File: src/rtl/dmem_pkg.sv
// -----------------------------------------------------------------------------
// dmem_pkg
// Shared types and default sizing for the data-memory arbiter that sits
// between the CPU data port, a host (loader/debug) port and a single-port
// synchronous-read data RAM.
//
// Contents:
//   DMEM_AW / DMEM_DW / DMEM_MAX_WAIT  default address width, data width and
//                                       host starvation limit
//   WAIT_CW                             width of the host wait counter
//   port_t                              which requester owns an access
//   wait_cnt_t                          host wait counter type
//   port_of()                           maps a host grant onto port_t
// -----------------------------------------------------------------------------
package dmem_pkg;

  localparam int DMEM_AW       = 16;
  localparam int DMEM_DW       = 16;
  localparam int DMEM_MAX_WAIT = 4;

  // Four bits cover every legal starvation limit (1..15).
  localparam int WAIT_CW = 4;

  typedef enum logic {
    PORT_CPU  = 1'b0,
    PORT_HOST = 1'b1
  } port_t;

  typedef logic [WAIT_CW-1:0] wait_cnt_t;

  // At most one port is granted per cycle, so the host grant alone tells us
  // who owns the access.
  function automatic port_t port_of(input logic h_gnt);
    return h_gnt ? PORT_HOST : PORT_CPU;
  endfunction

endpackage

File: src/rtl/dmem_arbiter_if.sv
// -----------------------------------------------------------------------------
// dmem_arbiter_if
// Bundles the CPU request port, the host request port and the data RAM port
// of the arbiter.
//
// Signals:
//   c_req, c_we, c_addr, c_wdata    CPU access request
//   c_gnt, stall                    CPU access accepted / CPU must hold
//   c_rvalid, c_rdata               CPU read return
//   h_req, h_we, h_addr, h_wdata    host access request
//   h_gnt, h_rvalid, h_rdata        host grant / read return
//   mem_we, mem_addr, mem_wdata     RAM command (combinational)
//   mem_rdata                       RAM read data, valid one cycle after address
//
// Modports:
//   slave   the arbiter's view
//   master  the surrounding system's view (CPU, host and RAM together)
// -----------------------------------------------------------------------------
interface dmem_arbiter_if
  import dmem_pkg::*;
#(
  parameter int AW = DMEM_AW,
  parameter int DW = DMEM_DW
) ();

  logic          c_req;
  logic          c_we;
  logic [AW-1:0] c_addr;
  logic [DW-1:0] c_wdata;
  logic          c_gnt;
  logic          stall;
  logic          c_rvalid;
  logic [DW-1:0] c_rdata;

  logic          h_req;
  logic          h_we;
  logic [AW-1:0] h_addr;
  logic [DW-1:0] h_wdata;
  logic          h_gnt;
  logic          h_rvalid;
  logic [DW-1:0] h_rdata;

  logic          mem_we;
  logic [AW-1:0] mem_addr;
  logic [DW-1:0] mem_wdata;
  logic [DW-1:0] mem_rdata;

  modport slave (
    input  c_req, c_we, c_addr, c_wdata,
    input  h_req, h_we, h_addr, h_wdata,
    input  mem_rdata,
    output c_gnt, stall, c_rvalid, c_rdata,
    output h_gnt, h_rvalid, h_rdata,
    output mem_we, mem_addr, mem_wdata
  );

  modport master (
    output c_req, c_we, c_addr, c_wdata,
    output h_req, h_we, h_addr, h_wdata,
    output mem_rdata,
    input  c_gnt, stall, c_rvalid, c_rdata,
    input  h_gnt, h_rvalid, h_rdata,
    input  mem_we, mem_addr, mem_wdata
  );

endinterface

File: src/rtl/rr_fair_sel.sv
// -----------------------------------------------------------------------------
// rr_fair_sel
// Two-requester grant logic for the data-memory arbiter. The CPU normally
// wins contention; the host counts the cycles it has been refused and is
// granted once that count reaches MAX_WAIT, so it can never be starved.
//
// Parameters:
//   MAX_WAIT  refused host cycles before a forced host grant (1..15)
//
// Ports:
//   clk     rising-edge clock
//   reset   synchronous, active-low reset; grants are held low while asserted
//   c_req   CPU request
//   h_req   host request
//   c_gnt   CPU granted this cycle (combinational)
//   h_gnt   host granted this cycle (combinational)
// -----------------------------------------------------------------------------
module rr_fair_sel
  import dmem_pkg::*;
#(
  parameter int MAX_WAIT = DMEM_MAX_WAIT
) (
  input  logic clk,
  input  logic reset,
  input  logic c_req,
  input  logic h_req,
  output logic c_gnt,
  output logic h_gnt
);

  localparam wait_cnt_t WAIT_LIMIT = wait_cnt_t'(MAX_WAIT);

  wait_cnt_t wait_cnt;

  // Grants depend only on the current requests and the wait counter, so a
  // requester sees its grant in the same cycle it raises req. The host wins
  // when it is alone or when it has already been refused MAX_WAIT times.
  always_comb begin
    c_gnt = 1'b0;
    h_gnt = 1'b0;
    if (reset) begin
      if (h_req && (!c_req || wait_cnt == WAIT_LIMIT)) begin
        h_gnt = 1'b1;
      end else if (c_req) begin
        c_gnt = 1'b1;
      end
    end
  end

  // The counter only measures an unbroken run of refused host cycles:
  // dropping the request or being served starts the run over. It stops at
  // the limit, which is also the cycle the host is forced through.
  always_ff @(posedge clk) begin
    if (!reset) begin
      wait_cnt <= '0;
    end else if (!h_req || h_gnt) begin
      wait_cnt <= '0;
    end else if (wait_cnt != WAIT_LIMIT) begin
      wait_cnt <= wait_cnt + wait_cnt_t'(1);
    end
  end

endmodule

File: src/rtl/dmem_arbiter.sv
// -----------------------------------------------------------------------------
// dmem_arbiter
// Shares one single-port, synchronous-read data RAM between the CPU data
// port and a host (loader/debug) port. One access is accepted per cycle.
// The RAM command is steered combinationally from the granted port. Read
// data comes back one cycle later and is routed to whichever port issued
// the read.
//
// Parameters:
//   AW        address width
//   DW        data width
//   MAX_WAIT  refused host cycles before a forced host grant (1..15)
//
// Ports:
//   clk     rising-edge clock
//   reset   synchronous, active-low reset
//   bus     dmem_arbiter_if.slave: CPU port, host port and RAM port
// -----------------------------------------------------------------------------
module dmem_arbiter
  import dmem_pkg::*;
#(
  parameter int AW       = DMEM_AW,
  parameter int DW       = DMEM_DW,
  parameter int MAX_WAIT = DMEM_MAX_WAIT
) (
  input  logic          clk,
  input  logic          reset,
  dmem_arbiter_if.slave bus
);

  logic          c_gnt;
  logic          h_gnt;

  logic          mem_we_mux;
  logic [AW-1:0] mem_addr_mux;
  logic [DW-1:0] mem_wdata_mux;

  logic          rd_pend;
  port_t         owner;
  logic          c_ret;
  logic          h_ret;

  rr_fair_sel #(
    .MAX_WAIT (MAX_WAIT)
  ) u_sel (
    .clk   (clk),
    .reset (reset),
    .c_req (bus.c_req),
    .h_req (bus.h_req),
    .c_gnt (c_gnt),
    .h_gnt (h_gnt)
  );

  assign bus.c_gnt = c_gnt;
  assign bus.h_gnt = h_gnt;

  // A CPU that asked and was refused must freeze its PC and instruction.
  assign bus.stall = bus.c_req && !c_gnt;

  // Steer the granted port onto the RAM. With no grant the RAM sees an
  // all-zero idle command so nothing stray is written.
  always_comb begin
    mem_we_mux    = 1'b0;
    mem_addr_mux  = '0;
    mem_wdata_mux = '0;
    if (c_gnt) begin
      mem_we_mux    = bus.c_we;
      mem_addr_mux  = bus.c_addr;
      mem_wdata_mux = bus.c_wdata;
    end else if (h_gnt) begin
      mem_we_mux    = bus.h_we;
      mem_addr_mux  = bus.h_addr;
      mem_wdata_mux = bus.h_wdata;
    end
  end

  assign bus.mem_we    = mem_we_mux;
  assign bus.mem_addr  = mem_addr_mux;
  assign bus.mem_wdata = mem_wdata_mux;

  // Remember whether this cycle's accepted access was a read and who issued
  // it. The RAM returns the data next cycle, and with accepts allowed every
  // cycle a single pending slot is enough.
  always_ff @(posedge clk) begin
    if (!reset) begin
      rd_pend <= 1'b0;
      owner   <= PORT_CPU;
    end else begin
      rd_pend <= (c_gnt && !bus.c_we) || (h_gnt && !bus.h_we);
      owner   <= port_of(h_gnt);
    end
  end

  // Returns are suppressed while reset is low, so a read accepted just
  // before reset never reports data.
  assign c_ret = reset && rd_pend && (owner == PORT_CPU);
  assign h_ret = reset && rd_pend && (owner == PORT_HOST);

  assign bus.c_rvalid = c_ret;
  assign bus.h_rvalid = h_ret;
  assign bus.c_rdata  = c_ret ? bus.mem_rdata : '0;
  assign bus.h_rdata  = h_ret ? bus.mem_rdata : '0;

endmodule

File: src/flat_wrapper.sv
// flat-port wrapper written by rule: the top's interface ports become plain ports
module dmem_arbiter_flat import dmem_pkg::*;
#(
  parameter int AW       = DMEM_AW,
  parameter int DW       = DMEM_DW,
  parameter int MAX_WAIT = DMEM_MAX_WAIT
)
  (clk, reset, bus_c_req, bus_c_we, bus_c_addr, bus_c_wdata, bus_h_req, bus_h_we, bus_h_addr, bus_h_wdata, bus_mem_rdata, bus_c_gnt, bus_stall, bus_c_rvalid, bus_c_rdata, bus_h_gnt, bus_h_rvalid, bus_h_rdata, bus_mem_we, bus_mem_addr, bus_mem_wdata);
  dmem_arbiter_if #(.AW(AW), .DW(DW)) bus_i ();
  input  logic clk;
  input  logic reset;
  input wire logic [$bits(bus_i.c_req)-1:0] bus_c_req;
  input wire logic [$bits(bus_i.c_we)-1:0] bus_c_we;
  input wire logic [$bits(bus_i.c_addr)-1:0] bus_c_addr;
  input wire logic [$bits(bus_i.c_wdata)-1:0] bus_c_wdata;
  input wire logic [$bits(bus_i.h_req)-1:0] bus_h_req;
  input wire logic [$bits(bus_i.h_we)-1:0] bus_h_we;
  input wire logic [$bits(bus_i.h_addr)-1:0] bus_h_addr;
  input wire logic [$bits(bus_i.h_wdata)-1:0] bus_h_wdata;
  input wire logic [$bits(bus_i.mem_rdata)-1:0] bus_mem_rdata;
  output wire logic [$bits(bus_i.c_gnt)-1:0] bus_c_gnt;
  output wire logic [$bits(bus_i.stall)-1:0] bus_stall;
  output wire logic [$bits(bus_i.c_rvalid)-1:0] bus_c_rvalid;
  output wire logic [$bits(bus_i.c_rdata)-1:0] bus_c_rdata;
  output wire logic [$bits(bus_i.h_gnt)-1:0] bus_h_gnt;
  output wire logic [$bits(bus_i.h_rvalid)-1:0] bus_h_rvalid;
  output wire logic [$bits(bus_i.h_rdata)-1:0] bus_h_rdata;
  output wire logic [$bits(bus_i.mem_we)-1:0] bus_mem_we;
  output wire logic [$bits(bus_i.mem_addr)-1:0] bus_mem_addr;
  output wire logic [$bits(bus_i.mem_wdata)-1:0] bus_mem_wdata;
  assign bus_i.c_req = bus_c_req;
  assign bus_i.c_we = bus_c_we;
  assign bus_i.c_addr = bus_c_addr;
  assign bus_i.c_wdata = bus_c_wdata;
  assign bus_i.h_req = bus_h_req;
  assign bus_i.h_we = bus_h_we;
  assign bus_i.h_addr = bus_h_addr;
  assign bus_i.h_wdata = bus_h_wdata;
  assign bus_i.mem_rdata = bus_mem_rdata;
  assign bus_c_gnt = bus_i.c_gnt;
  assign bus_stall = bus_i.stall;
  assign bus_c_rvalid = bus_i.c_rvalid;
  assign bus_c_rdata = bus_i.c_rdata;
  assign bus_h_gnt = bus_i.h_gnt;
  assign bus_h_rvalid = bus_i.h_rvalid;
  assign bus_h_rdata = bus_i.h_rdata;
  assign bus_mem_we = bus_i.mem_we;
  assign bus_mem_addr = bus_i.mem_addr;
  assign bus_mem_wdata = bus_i.mem_wdata;
  dmem_arbiter #(.AW(AW), .DW(DW), .MAX_WAIT(MAX_WAIT)) u_core (.clk(clk), .reset(reset), .bus(bus_i));
endmodule
File: config.mk
export PLATFORM = sky130hd
export DESIGN_NAME = dmem_arbiter_flat
export DESIGN_NICKNAME = d
export VERILOG_FILES = /design/src/rtl/dmem_pkg.sv /design/src/rtl/dmem_arbiter_if.sv /design/src/rtl/rr_fair_sel.sv /design/src/rtl/dmem_arbiter.sv /design/src/flat_wrapper.sv
export SDC_FILE = /design/constraint.sdc
export NUM_CORES = 1
export LEC_CHECK = 0
export ABC_AREA = 0
export BUFFER_PORTS_ARGS = -buffer_cell sky130_fd_sc_hd__clkbuf_2
export CORE_AREA = 2 2 60 62
export DETAILED_ROUTE_END_ITERATION = 10
export DIE_AREA = 0 0 62 64
export PLACE_DENSITY = 0.77
export SLEW_MARGIN = 10
export SYNTH_ARGS = -nofsm -noshare
export SYNTH_HDL_FRONTEND = slang
export SYNTH_SLANG_ARGS = --single-unit
File: constraint.sdc
create_clock -name clk -period 2.8 [get_ports clk]
set_input_delay 0.42 -clock clk [delete_from_list [all_inputs] [get_ports clk]]
set_output_delay 0.42 -clock clk [all_outputs]
set_load 0.005 [all_outputs]
==> impl_metrics.json, run 1 <==
{
  "critical_path.max_fanout": 32,
  "fin_skew_ps": 3.034,
  "postLayoutCellArea_um2": 1665,
  "syn-cell-area_um2": 853.3,
  "status": "complete, no violations",
  "relSlewSlack": 0.4914,
  "r2r-end": "u_core.rd_pend",
  "drv_slew": 0,
  "core_um2": 3284,
  "grt_use_total": 0.1704,
  "hold_buffers": 0,
  "required_ps": 2380,
  "r2r_slack_ps": 1190,
  "min_path_type": "in2reg",
  "ys_types": 20,
  "dr.pass1.iters": 4,
  "cpPeakStageDelay_ps": 370,
  "final_cell_count_no_fill": 304,
  "cpMaxStageDelayCell": "dfxtp_1",
  "core.rowCount": 21,
  "synth_area_per_cell_um2": 7.901,
  "start_util": 0.2598,
  "syn_to_final_growth_pct": 95.16,
  "ys_ff_latch": 6,
  "wl_per_cell_um": 11.82,
  "worst_pin_slew_ps": 760.1,
  "ant_nets": 0,
  "hold_viol": 0,
  "cts_made_buffers": 3,
  "dp_hpwl_um": 3129,
  "num-nets-final": 348,
  "place_congestion": 0.7368,
  "syn_nets": 196,
  "postPlaceCellArea_um2": 1643,
  "rr_worst_depth": 6,
  "regArea_um2": 120.1,
  "vias": 1374,
  "die-area_um2": 3968,
  "rsz0062_at_grt": "false",
  "powerDensity_nw_per_um2": 197.3,
  "grt_antenna_before_repair": 0,
  "worstReg2RegStart": "u_core.u_sel.wait_cnt[0]",
  "postCtsSetupRepairBufs": 0,
  "fmax_mhz": 432.3,
  "wl_met3_um": 339,
  "ctsResizeCount": 0,
  "cts_sinks": 6,
  "crit_path_end_kind": "primary output",
  "crit_path_start": "u_core.u_sel.wait_cnt[0]",
  "io_pins": 156,
  "highest_layer": "met4",
  "met1Wirelength_um": 1239,
  "clkTransAtPathRegs_ps": 40,
  "drt_iter0_markers": 22,
  "cp_cell_sequence": "inv_1 > ha_1 > nand3b_4 > o211a_1 > buf_4 > a22o_1 > clkbuf_2",
  "ys_warn_count": 0,
  "port_buffers": 155,
  "critPathLaunchType": "flip-flop",
  "layout-drive-gt1-share": 0.6279,
  "dp_cells": 301,
  "die_height_um": 64,
  "grt_pass1_vias": 1256,
  "crit_end": "bus_mem_wdata[15]",
  "remaining_drc_errors": 0,
  "dr_wl_met2_um": 1931,
  "overflow": 0,
  "multi_input_area_um2": 639.4,
  "diodes": 0,
  "fillers": 319,
  "grt_max_degree": 33,
  "setup_violations": 0,
  "cts_buffer_depth": 2,
  "crit_type": "reg2out",
  "whs_ps": 431.9,
  "p_leak_uw": 0.001052,
  "synth_cells": 108,
  "finalSetupTns_ps": 0,
  "ir_worst_vdd_uv": 165.9,
  "drv_cap": 0,
  "dieWidth_um": 62,
  "cts-root-buf": "clkbuf_4",
  "avgViaCountPerCell": 4.520,
  "cp.arrival_ps": 1890,
  "cts_tree": "built",
  "synth_seq_area_share": 0.1408,
  "fin_crit_sh": 0.8261,
  "htree_num_levels": 1,
  "clock_latency_ps": 240,
  "routed_wl_um": 3594,
  "grt_pass1_wl_um": 5209,
  "power.total_uw": 328.5,
  "period_needed_ps": 2313
}
==> stage by stage <==
stage	setup slack (ps)	utilization
2_1_floorplan	1015	-
3_3_place_gp	778.0	0.5002
3_5_place_dp	733.1	0.5002
4_1_cts	465.4	0.5070
5_1_grt	342.8	0.5070
6_report	486.9	0.5070
==> per-layer routing <==
layer | global-route usage | up-vias
met4 | 0.05585 | 0
met1 | 0.1640 | 587
met2 | 0.3359 | 91
met5 | 0 | -
li1 | - | 690
met3 | 0.03239 | 6
==> synthesized netlist by cell type <==
cell type / n / area share
a22o_1: 34 / 0.35
and2_1: 32 / 0.23
dfxtp_1: 6 / 0.14
inv_1: 6 / 0.026
nor2_1: 6 / 0.026
buf_6: 4 / 0.053
buf_2: 3 / 0.018
clkbuf_1: 3 / 0.013
ha_1: 2 / 0.029
nand2_1: 2 / 0.0088
a21oi_1: 1 / 0.0059
a21oi_2: 1 / 0.010
and3_1: 1 / 0.0073
mux2i_1: 1 / 0.012
nand3_1: 1 / 0.0059
nand3b_4: 1 / 0.023
nand4_1: 1 / 0.0073
nor2b_1: 1 / 0.0073
o211a_1: 1 / 0.012
xnor2_1: 1 / 0.010
==> worst max-delay path: cells and delay by family, from the launching register on <==
kind | cells | cell delay, ps
simple gates | 1 | 110
buf+inv | 3 | 510
flops | 1 | 370
compound gates | 2 | 410
fa+ha+maj | 1 | 240
==> how the worst min path moves through the flow <==
| stage | from | endpoint | slack [ps] | depth (start not counted) |
|---|---|---|---|---|
| floorplan | u_core.u_sel.wait_cnt[0] | u_core.u_sel.wait_cnt[0] | 430 | 1 |
| global placement | u_core.u_sel.wait_cnt[0] | u_core.u_sel.wait_cnt[0] | 450 | 1 |
| detailed placement | u_core.u_sel.wait_cnt[0] | u_core.u_sel.wait_cnt[0] | 460 | 1 |
| CTS | bus_c_req | u_core.owner | 420 | 2 |
| global route | bus_c_req | u_core.owner | 440 | 2 |
| finish | bus_c_req | u_core.owner | 430 | 2 |
==> sequential cells by signal (all words and copies together), names as in the netlist <==
signal and cells:
u_core.rd_pend 1, u_core.owner 1, u_core.u_sel.wait_cnt 4
==> cell type report <==
class                   count  area share
repair buffers            157      0.4823
multi-input cells          86      0.3839
flip-flops and latches      6     0.07213
well taps                  46     0.03456
clock buffers               3     0.01352
inverters                   6     0.01352
==> cell usage in the layout, fill, tap and decap left out <==
| master | netlist | final |
|---|---|---|
| clkbuf_4 | 0 | 3 |
| nand3_1 | 1 | 1 |
| nor2_1 | 6 | 6 |
| mux2i_1 | 1 | 1 |
| nand4_1 | 1 | 1 |
| a22o_1 | 34 | 34 |
| o211a_1 | 1 | 1 |
| nand3b_4 | 1 | 1 |
| xnor2_1 | 1 | 1 |
| and2_1 | 32 | 32 |
| nor2b_1 | 1 | 1 |
| ha_1 | 2 | 2 |
| a21oi_2 | 1 | 1 |
| buf_4 | 0 | 1 |
| nand2_1 | 2 | 2 |
| buf_12 | 0 | 1 |
| a21oi_1 | 1 | 1 |
| and3_1 | 1 | 1 |
| inv_1 | 6 | 6 |
| clkbuf_2 | 0 | 155 |
| dfxtp_1 | 6 | 6 |
==> logic make-up after synthesis <==
group           share of synthesized area
flops                              0.1408
fa+ha+maj                         0.02932
simple gates                       0.3211
mux                               0.01173
compound gates                     0.3768
xor+xnor                          0.01027
buf+inv                            0.1100
==> report_power, final <==
group / internal [µW] / switching, µW
logic: 96.4 / 65.9
clock network: 48.3 / 28.6
registers: 88.0 / 1.33
(Power assumes the default switching activity.)
==> run 2: changes to the inputs <==
- CORE_AREA: 2 2 60 62 -> 2 2 61 63
- DIE_AREA: 0 0 62 64 -> 0 0 63 65
- PLACE_DENSITY: 0.77 -> 0.74
- clock period: 2.8 -> 2.2 ns (I/O delays scaled with it)
==> run 2 against run 1 <==
Compared with the run above:
- non-clock buffer count up 3
- critical path depth unchanged
- core utilization down 2.4 points
- clock power up 27%
- count of clock-buffer cells in the layout unchanged
- cell count up 1.6%
- via count up 1.6%
- sequential power up 28%
- combinational power up 30%
- highest routed layer is now met3
- critical path type unchanged
- largest power group unchanged
==> impl_metrics.json, run 2 (same netlist as run 1, synthesis figures left out) <==
{
  "status": "complete, no violations",
  "layout-drive-gt1-share": 0.6360,
  "dr.pass1.iters": 2,
  "drv_cap": 0,
  "rsz0062_at_grt": "false",
  "crit_type": "reg2out",
  "crit_path_start": "u_core.u_sel.wait_cnt[0]",
  "diodes": 0,
  "clock_latency_ps": 240,
  "core_um2": 3496,
  "setup_violations": 0,
  "required_ps": 1870,
  "power.total_uw": 422.0,
  "r2r_slack_ps": 720,
  "layout_common_cells": "clkbuf_2, a22o_1, and2_1",
  "top_register": "u_core.u_sel.wait_cnt",
  "dp_cells": 306,
  "drt_iter0_markers": 19,
  "cp_cell_sequence": "inv_1 > ha_2 > nand3b_4 > o211a_1 > buf_6 > a22o_1 > clkbuf_2",
  "postPlaceCellArea_um2": 1655,
  "period_needed_ps": 2065,
  "cts_made_buffers": 3,
  "multi_input_area_um2": 641.9,
  "io_pins": 156,
  "sequentialPowerShare": 0.270,
  "overflow": 0,
  "relSlewSlack": 0.7163,
  "worstReg2RegStart": "u_core.u_sel.wait_cnt[0]",
  "htree_num_levels": 1,
  "die-area_um2": 4095,
  "cp.arrival_ps": 1740,
  "grt_use_total": 0.1631,
  "critPathLaunchType": "flip-flop",
  "critical_path.max_fanout": 20,
  "clkTransAtPathRegs_ps": 40,
  "avgViaCountPerCell": 4.518,
  "worstHoldStart": "bus_c_req",
  "cts_buffer_depth": 2,
  "place_congestion": 0.7497,
  "core.rowCount": 22,
  "num-nets-final": 351,
  "cts-root-buf": "clkbuf_4",
  "grt_antenna_before_repair": 0,
  "vias": 1396,
  "powerDensity_nw_per_um2": 250.0,
  "grt_pass1_vias": 1270,
  "final_util": 0.4828,
  "switchingPower_uw": 123.2,
  "hold_viol": 0,
  "dp_hpwl_um": 3188,
  "drv_slew": 0,
  "ir_worst_vdd_uv": 112.7,
  "regArea_um2": 120.1,
  "final_common_cell": "clkbuf_2",
  "crit_path_end_kind": "primary output",
  "cpPeakStageDelay_ps": 330,
  "clockPowerShare": 0.231,
  "top_regs": "u_core.u_sel.wait_cnt: 4 flops, u_core.owner: 1 flops, u_core.rd_pend: 1 flops",
  "cts_sinks": 6,
  "fin_skew_ps": 2.963,
  "dieWidth_um": 63,
  "routed_wl_um": 3651,
  "cts_tree": "built",
  "die_height_um": 65,
  "remaining_drc_errors": 0,
  "port_buffers": 155,
  "p_int_uw": 298.8,
  "postLayoutCellArea_um2": 1688,
  "grt_max_degree": 21,
  "p_leak_uw": 0.001066,
  "fillers": 360,
  "final_cell_count_no_fill": 309,
  "ant_nets": 0,
  "syn_to_final_growth_pct": 97.80,
  "postCtsSetupRepairBufs": 0,
  "start_util": 0.2441,
  "worst_pin_slew_ps": 425.6,
  "p_comb_frac": 0.499,
  "largest_register_ffs": 4,
  "finalSetupTns_ps": 0,
  "p_sw_frac": 0.2920,
  "cpMaxStageDelayCell": "dfxtp_1",
  "fmax_mhz": 484.2,
  "wl_per_cell_um": 11.82,
  "min_path_type": "in2reg",
  "fin_crit_sh": 0.9388,
  "grt_pass1_wl_um": 5444
}
-- run 2: cell types whose count changed in the layout (fill, tap and decap cells not counted), sizes merged --
cell	delta
buf	+3
-- run 2: worst max-delay path: cells and delay by family, from the launching register on --
kind / cells / cell delay, ps
buf+inv: 3 / 350
flops: 1 / 330
simple gates: 1 / 100
fa+ha+maj: 1 / 200
compound gates: 2 / 490
-- run 2: layout make-up --
cell class                 instances  share of cell area
multi-input combinational         86              0.3803
sequential                         6             0.07116
inverter                           6             0.01334
timing repair buffer             160              0.4863
tap                               48             0.03558
clock buffer                       3             0.01334
-- run 2: worst paths after layout --
path | depth (start not counted) | endpoint
setup / recovery | 7 | bus_mem_wdata[15]
hold / removal | 2 | u_core.owner
setup reg to reg | 6 | u_core.rd_pend
hold reg to reg | 1 | u_core.u_sel.wait_cnt[0]
-- run 2: per-layer routing --
metal  routed length, µm  GRT usage
met1                1301     0.1663
met2                1919     0.3271
met3                 430    0.04514
met4                   0    0.03333
met5                   0          0
-- run 2: metrics by stage --
stage / setup slack [ps] / hold WS, ps
CTS: 83.10 / 360.4
detailed placement: 353.0 / 461.0
floorplan: 505.0 / 420.7
global placement: 409.4 / 448.9
global route: 23.40 / 375.8
finish: 134.7 / 368.9
-- run 2: repair_timing --
item / CTS / global route
endpoints found under the hold margin: 0 / 0
setup endpoints to repair: 0 / 10
hold buffers: 0 / 0
gates resized for setup: 0 / 3
-- run 2: power groups by stage --
stage	combinational [µW]	clock [µW]	sequential [µW]
after global routing	233	115	114
final	211	97.5	114
after floorplan	82.8	0	115
after CTS	211	104	114
after detailed placement	211	0	116
after global placement	208	0	115
==> run 3: changes to the inputs <==
- ABC_AREA: 0 -> 1
- CORE_AREA: 2 2 61 63 -> 2 2 64 66
- DIE_AREA: 0 0 63 65 -> 0 0 66 68
- PLACE_DENSITY: 0.74 -> 0.77
==> run 3 against run 2 <==
Compared with the run above:
- total power increased by 21%
- cell count increased by 31%
- maximum frequency increased by 0.57%
- area after synthesis increased by 36%
- clock power increased by 66%
- largest power group unchanged
- critical path depth unchanged
==> impl_metrics.json, run 3 <==
{
  "worstReg2RegStart": "u_core.u_sel.wait_cnt[0]",
  "yosysMostFrequentCell": "nand3_1",
  "min_path_type": "in2reg",
  "dp_cells": 402,
  "crit_type": "reg2out",
  "fin_skew_ps": 0.7322,
  "dp_hpwl_um": 3509,
  "top_regs": "u_core.u_sel.wait_cnt: 4 flops, u_core.owner: 1 flops, u_core.rd_pend: 1 flops",
  "cts_tree": "built",
  "clock_latency_ps": 220,
  "synth_edf_count": 0,
  "syn_nets": 295,
  "dieWidth_um": 66,
  "drv_cap": 0,
  "cts_made_buffers": 3,
  "start_util": 0.3008,
  "routed_wl_um": 4238,
  "port_buffers": 155,
  "setup_violations": 0,
  "io_pins": 156,
  "place_congestion": 0.7292,
  "postPlaceCellArea_um2": 1901,
  "largest_register_ffs": 4,
  "ys.flop_type": "dfxtp_1",
  "layout-drive-gt1-share": 0.4958,
  "diodes": 0,
  "cp.arrival_ps": 1720,
  "cts_buffer_depth": 2,
  "hold_end": "u_core.rd_pend",
  "grt_pass1_wl_um": 5858,
  "critical_path.max_fanout": 24,
  "status": "complete, no violations",
  "die-area_um2": 4488,
  "overflow": 0,
  "grt_use_total": 0.1644,
  "required_ps": 1870,
  "whs_ps": 400.6,
  "p_leak_uw": 0.001320,
  "whs_path_depth": 4,
  "grt_max_degree": 35,
  "period_needed_ps": 2054,
  "synth_cells": 207,
  "clkTransAtPathRegs_ps": 30,
  "vias": 1816,
  "die_height_um": 68,
  "synthTopCellsByArea": "nand3_1, nand2_1, nor2_1",
  "grt_antenna_before_repair": 0,
  "htree_num_levels": 1,
  "r2r_slack_ps": 780,
  "syn-cell-area_um2": 1160,
  "worstHoldStart": "bus_h_we",
  "synth.top_cell.area_share": 0.2675,
  "async_reset_ff_frac": 0,
  "ant_nets": 0,
  "layout_common_cells": "clkbuf_2, nand3_1, nand2_1",
  "ys_ff_latch": 6,
  "ir_worst_vdd_uv": 109.3,
  "powerDensity_nw_per_um2": 263.2,
  "synth_area_per_cell_um2": 5.603,
  "crit_path_end_kind": "primary output",
  "fmax_mhz": 487.0,
  "syn_to_final_growth_pct": 67.75,
  "num-nets-final": 445,
  "postLayoutCellArea_um2": 1946,
  "finalSetupTns_ps": 0,
  "ys_warn_count": 0,
  "rr_worst_depth": 6,
  "final_common_cell": "clkbuf_2",
  "drt_iter0_markers": 64,
  "synth_seq_area_share": 0.1036,
  "grt_pass1_vias": 1355,
  "avgViaCountPerCell": 4.484,
  "fin_crit_sh": 0.9335,
  "relSlewSlack": 0.6013,
  "worst_pin_slew_ps": 596.3,
  "r2r-end": "u_core.rd_pend",
  "core.rowCount": 23,
  "drv_slew": 0,
  "final_cell_count_no_fill": 405,
  "synthTopCellsByCount": "nand3_1, nand2_1, nor2_1",
  "rsz0062_at_grt": "false",
  "remaining_drc_errors": 0,
  "yosys.area.top_type": "nand3_1",
  "top_register": "u_core.u_sel.wait_cnt",
  "wl_per_cell_um": 10.46,
  "regArea_um2": 120.1,
  "dr.pass1.iters": 4,
  "multi_input_area_um2": 805.8,
  "cts_sinks": 6,
  "cts-root-buf": "clkbuf_8",
  "ys_types": 20,
  "fillers": 406,
  "critPathLaunchType": "flip-flop",
  "core_um2": 3856,
  "hold_viol": 0
}
## run 3: cell types whose count changed after synthesis, sizes merged, moves of 2 or more
cell,previous run,this run
nor2,6,37
a22o,34,0
inv,6,26
clkbuf,3,1
nand3,1,73
nand2,2,40
clkinv,0,2
buf,7,13
and2,32,0
## run 3: worst max path at each step
stage                             startpoint                 to  slack (ps)
floorplan           u_core.u_sel.wait_cnt[0]    bus_mem_addr[0]         750
global placement    u_core.u_sel.wait_cnt[0]  bus_mem_wdata[13]         380
detailed placement  u_core.u_sel.wait_cnt[0]  bus_mem_wdata[13]         310
CTS                 u_core.u_sel.wait_cnt[0]  bus_mem_wdata[13]          60
global route        u_core.u_sel.wait_cnt[0]   bus_mem_wdata[9]          10
finish              u_core.u_sel.wait_cnt[0]   bus_mem_wdata[2]         150
## run 3: critical path, cell delays in order, from the launching register on
cell	delay [ps]
dfxtp_1	330
inv_1	70
ha_1	310
nand4_4	270
buf_6	270
nand3_1	80
nand2_1	60
clkbuf_2	110
## run 3: kinds of logic (layout without fill, tap and decap cells)
logic type	count (synthesis)	count (layout)	synth area share
adders and majority gates	2	2	0.02157
and+or+nand+nor	152	152	0.6483
buffers and inverters	42	190	0.2017
AOI/OAI and AO/OA	4	4	0.01725
xor gates and xnor gates	1	1	0.007553
DFF	6	6	0.1036
## run 3: final cells by class
class,instances,share of cell area
clock buffer,3,0.02122
inverter,28,0.05466
multi-input combinational,159,0.4141
sequential,6,0.06174
tap,50,0.03215
timing repair buffer,159,0.4161
## run 3: where the power goes
| part | switching (µW) | total (µW) | internal [µW] |
|---|---|---|---|
| combinational | 118 | 236 | 118 |
| sequential | 1.78 | 114 | 112 |
| clock | 44.4 | 162 | 117 |
| total | 164 | 512 | 348 |
## run 3: what timing repair did
action | in CTS | in global routing
setup endpoints to repair | 0 | 24
setup buffers | 0 | 0
gates resized for setup | 0 | 1
hold buffers | 0 | 0
endpoints found under the hold margin | 0 | 0
## run 3: per-layer routing
metal  GRT usage  part of all wire
met1      0.2063              0.40
met2      0.2841              0.48
met3     0.02632              0.11
met4     0.06122            0.0099
met5           0                 0
## run 3: stage by stage
step / power [µW] / utilization / worst slack [ps]
floorplan: 224.5 / - / 745.5
global placement: 348.9 / 0.4929 / 383.5
detailed placement: 352.8 / 0.4929 / 307.7
CTS: 518.1 / 0.5036 / 62.92
global route: 552.2 / 0.5045 / 11.37
finish: 512.0 / 0.5045 / 146.4
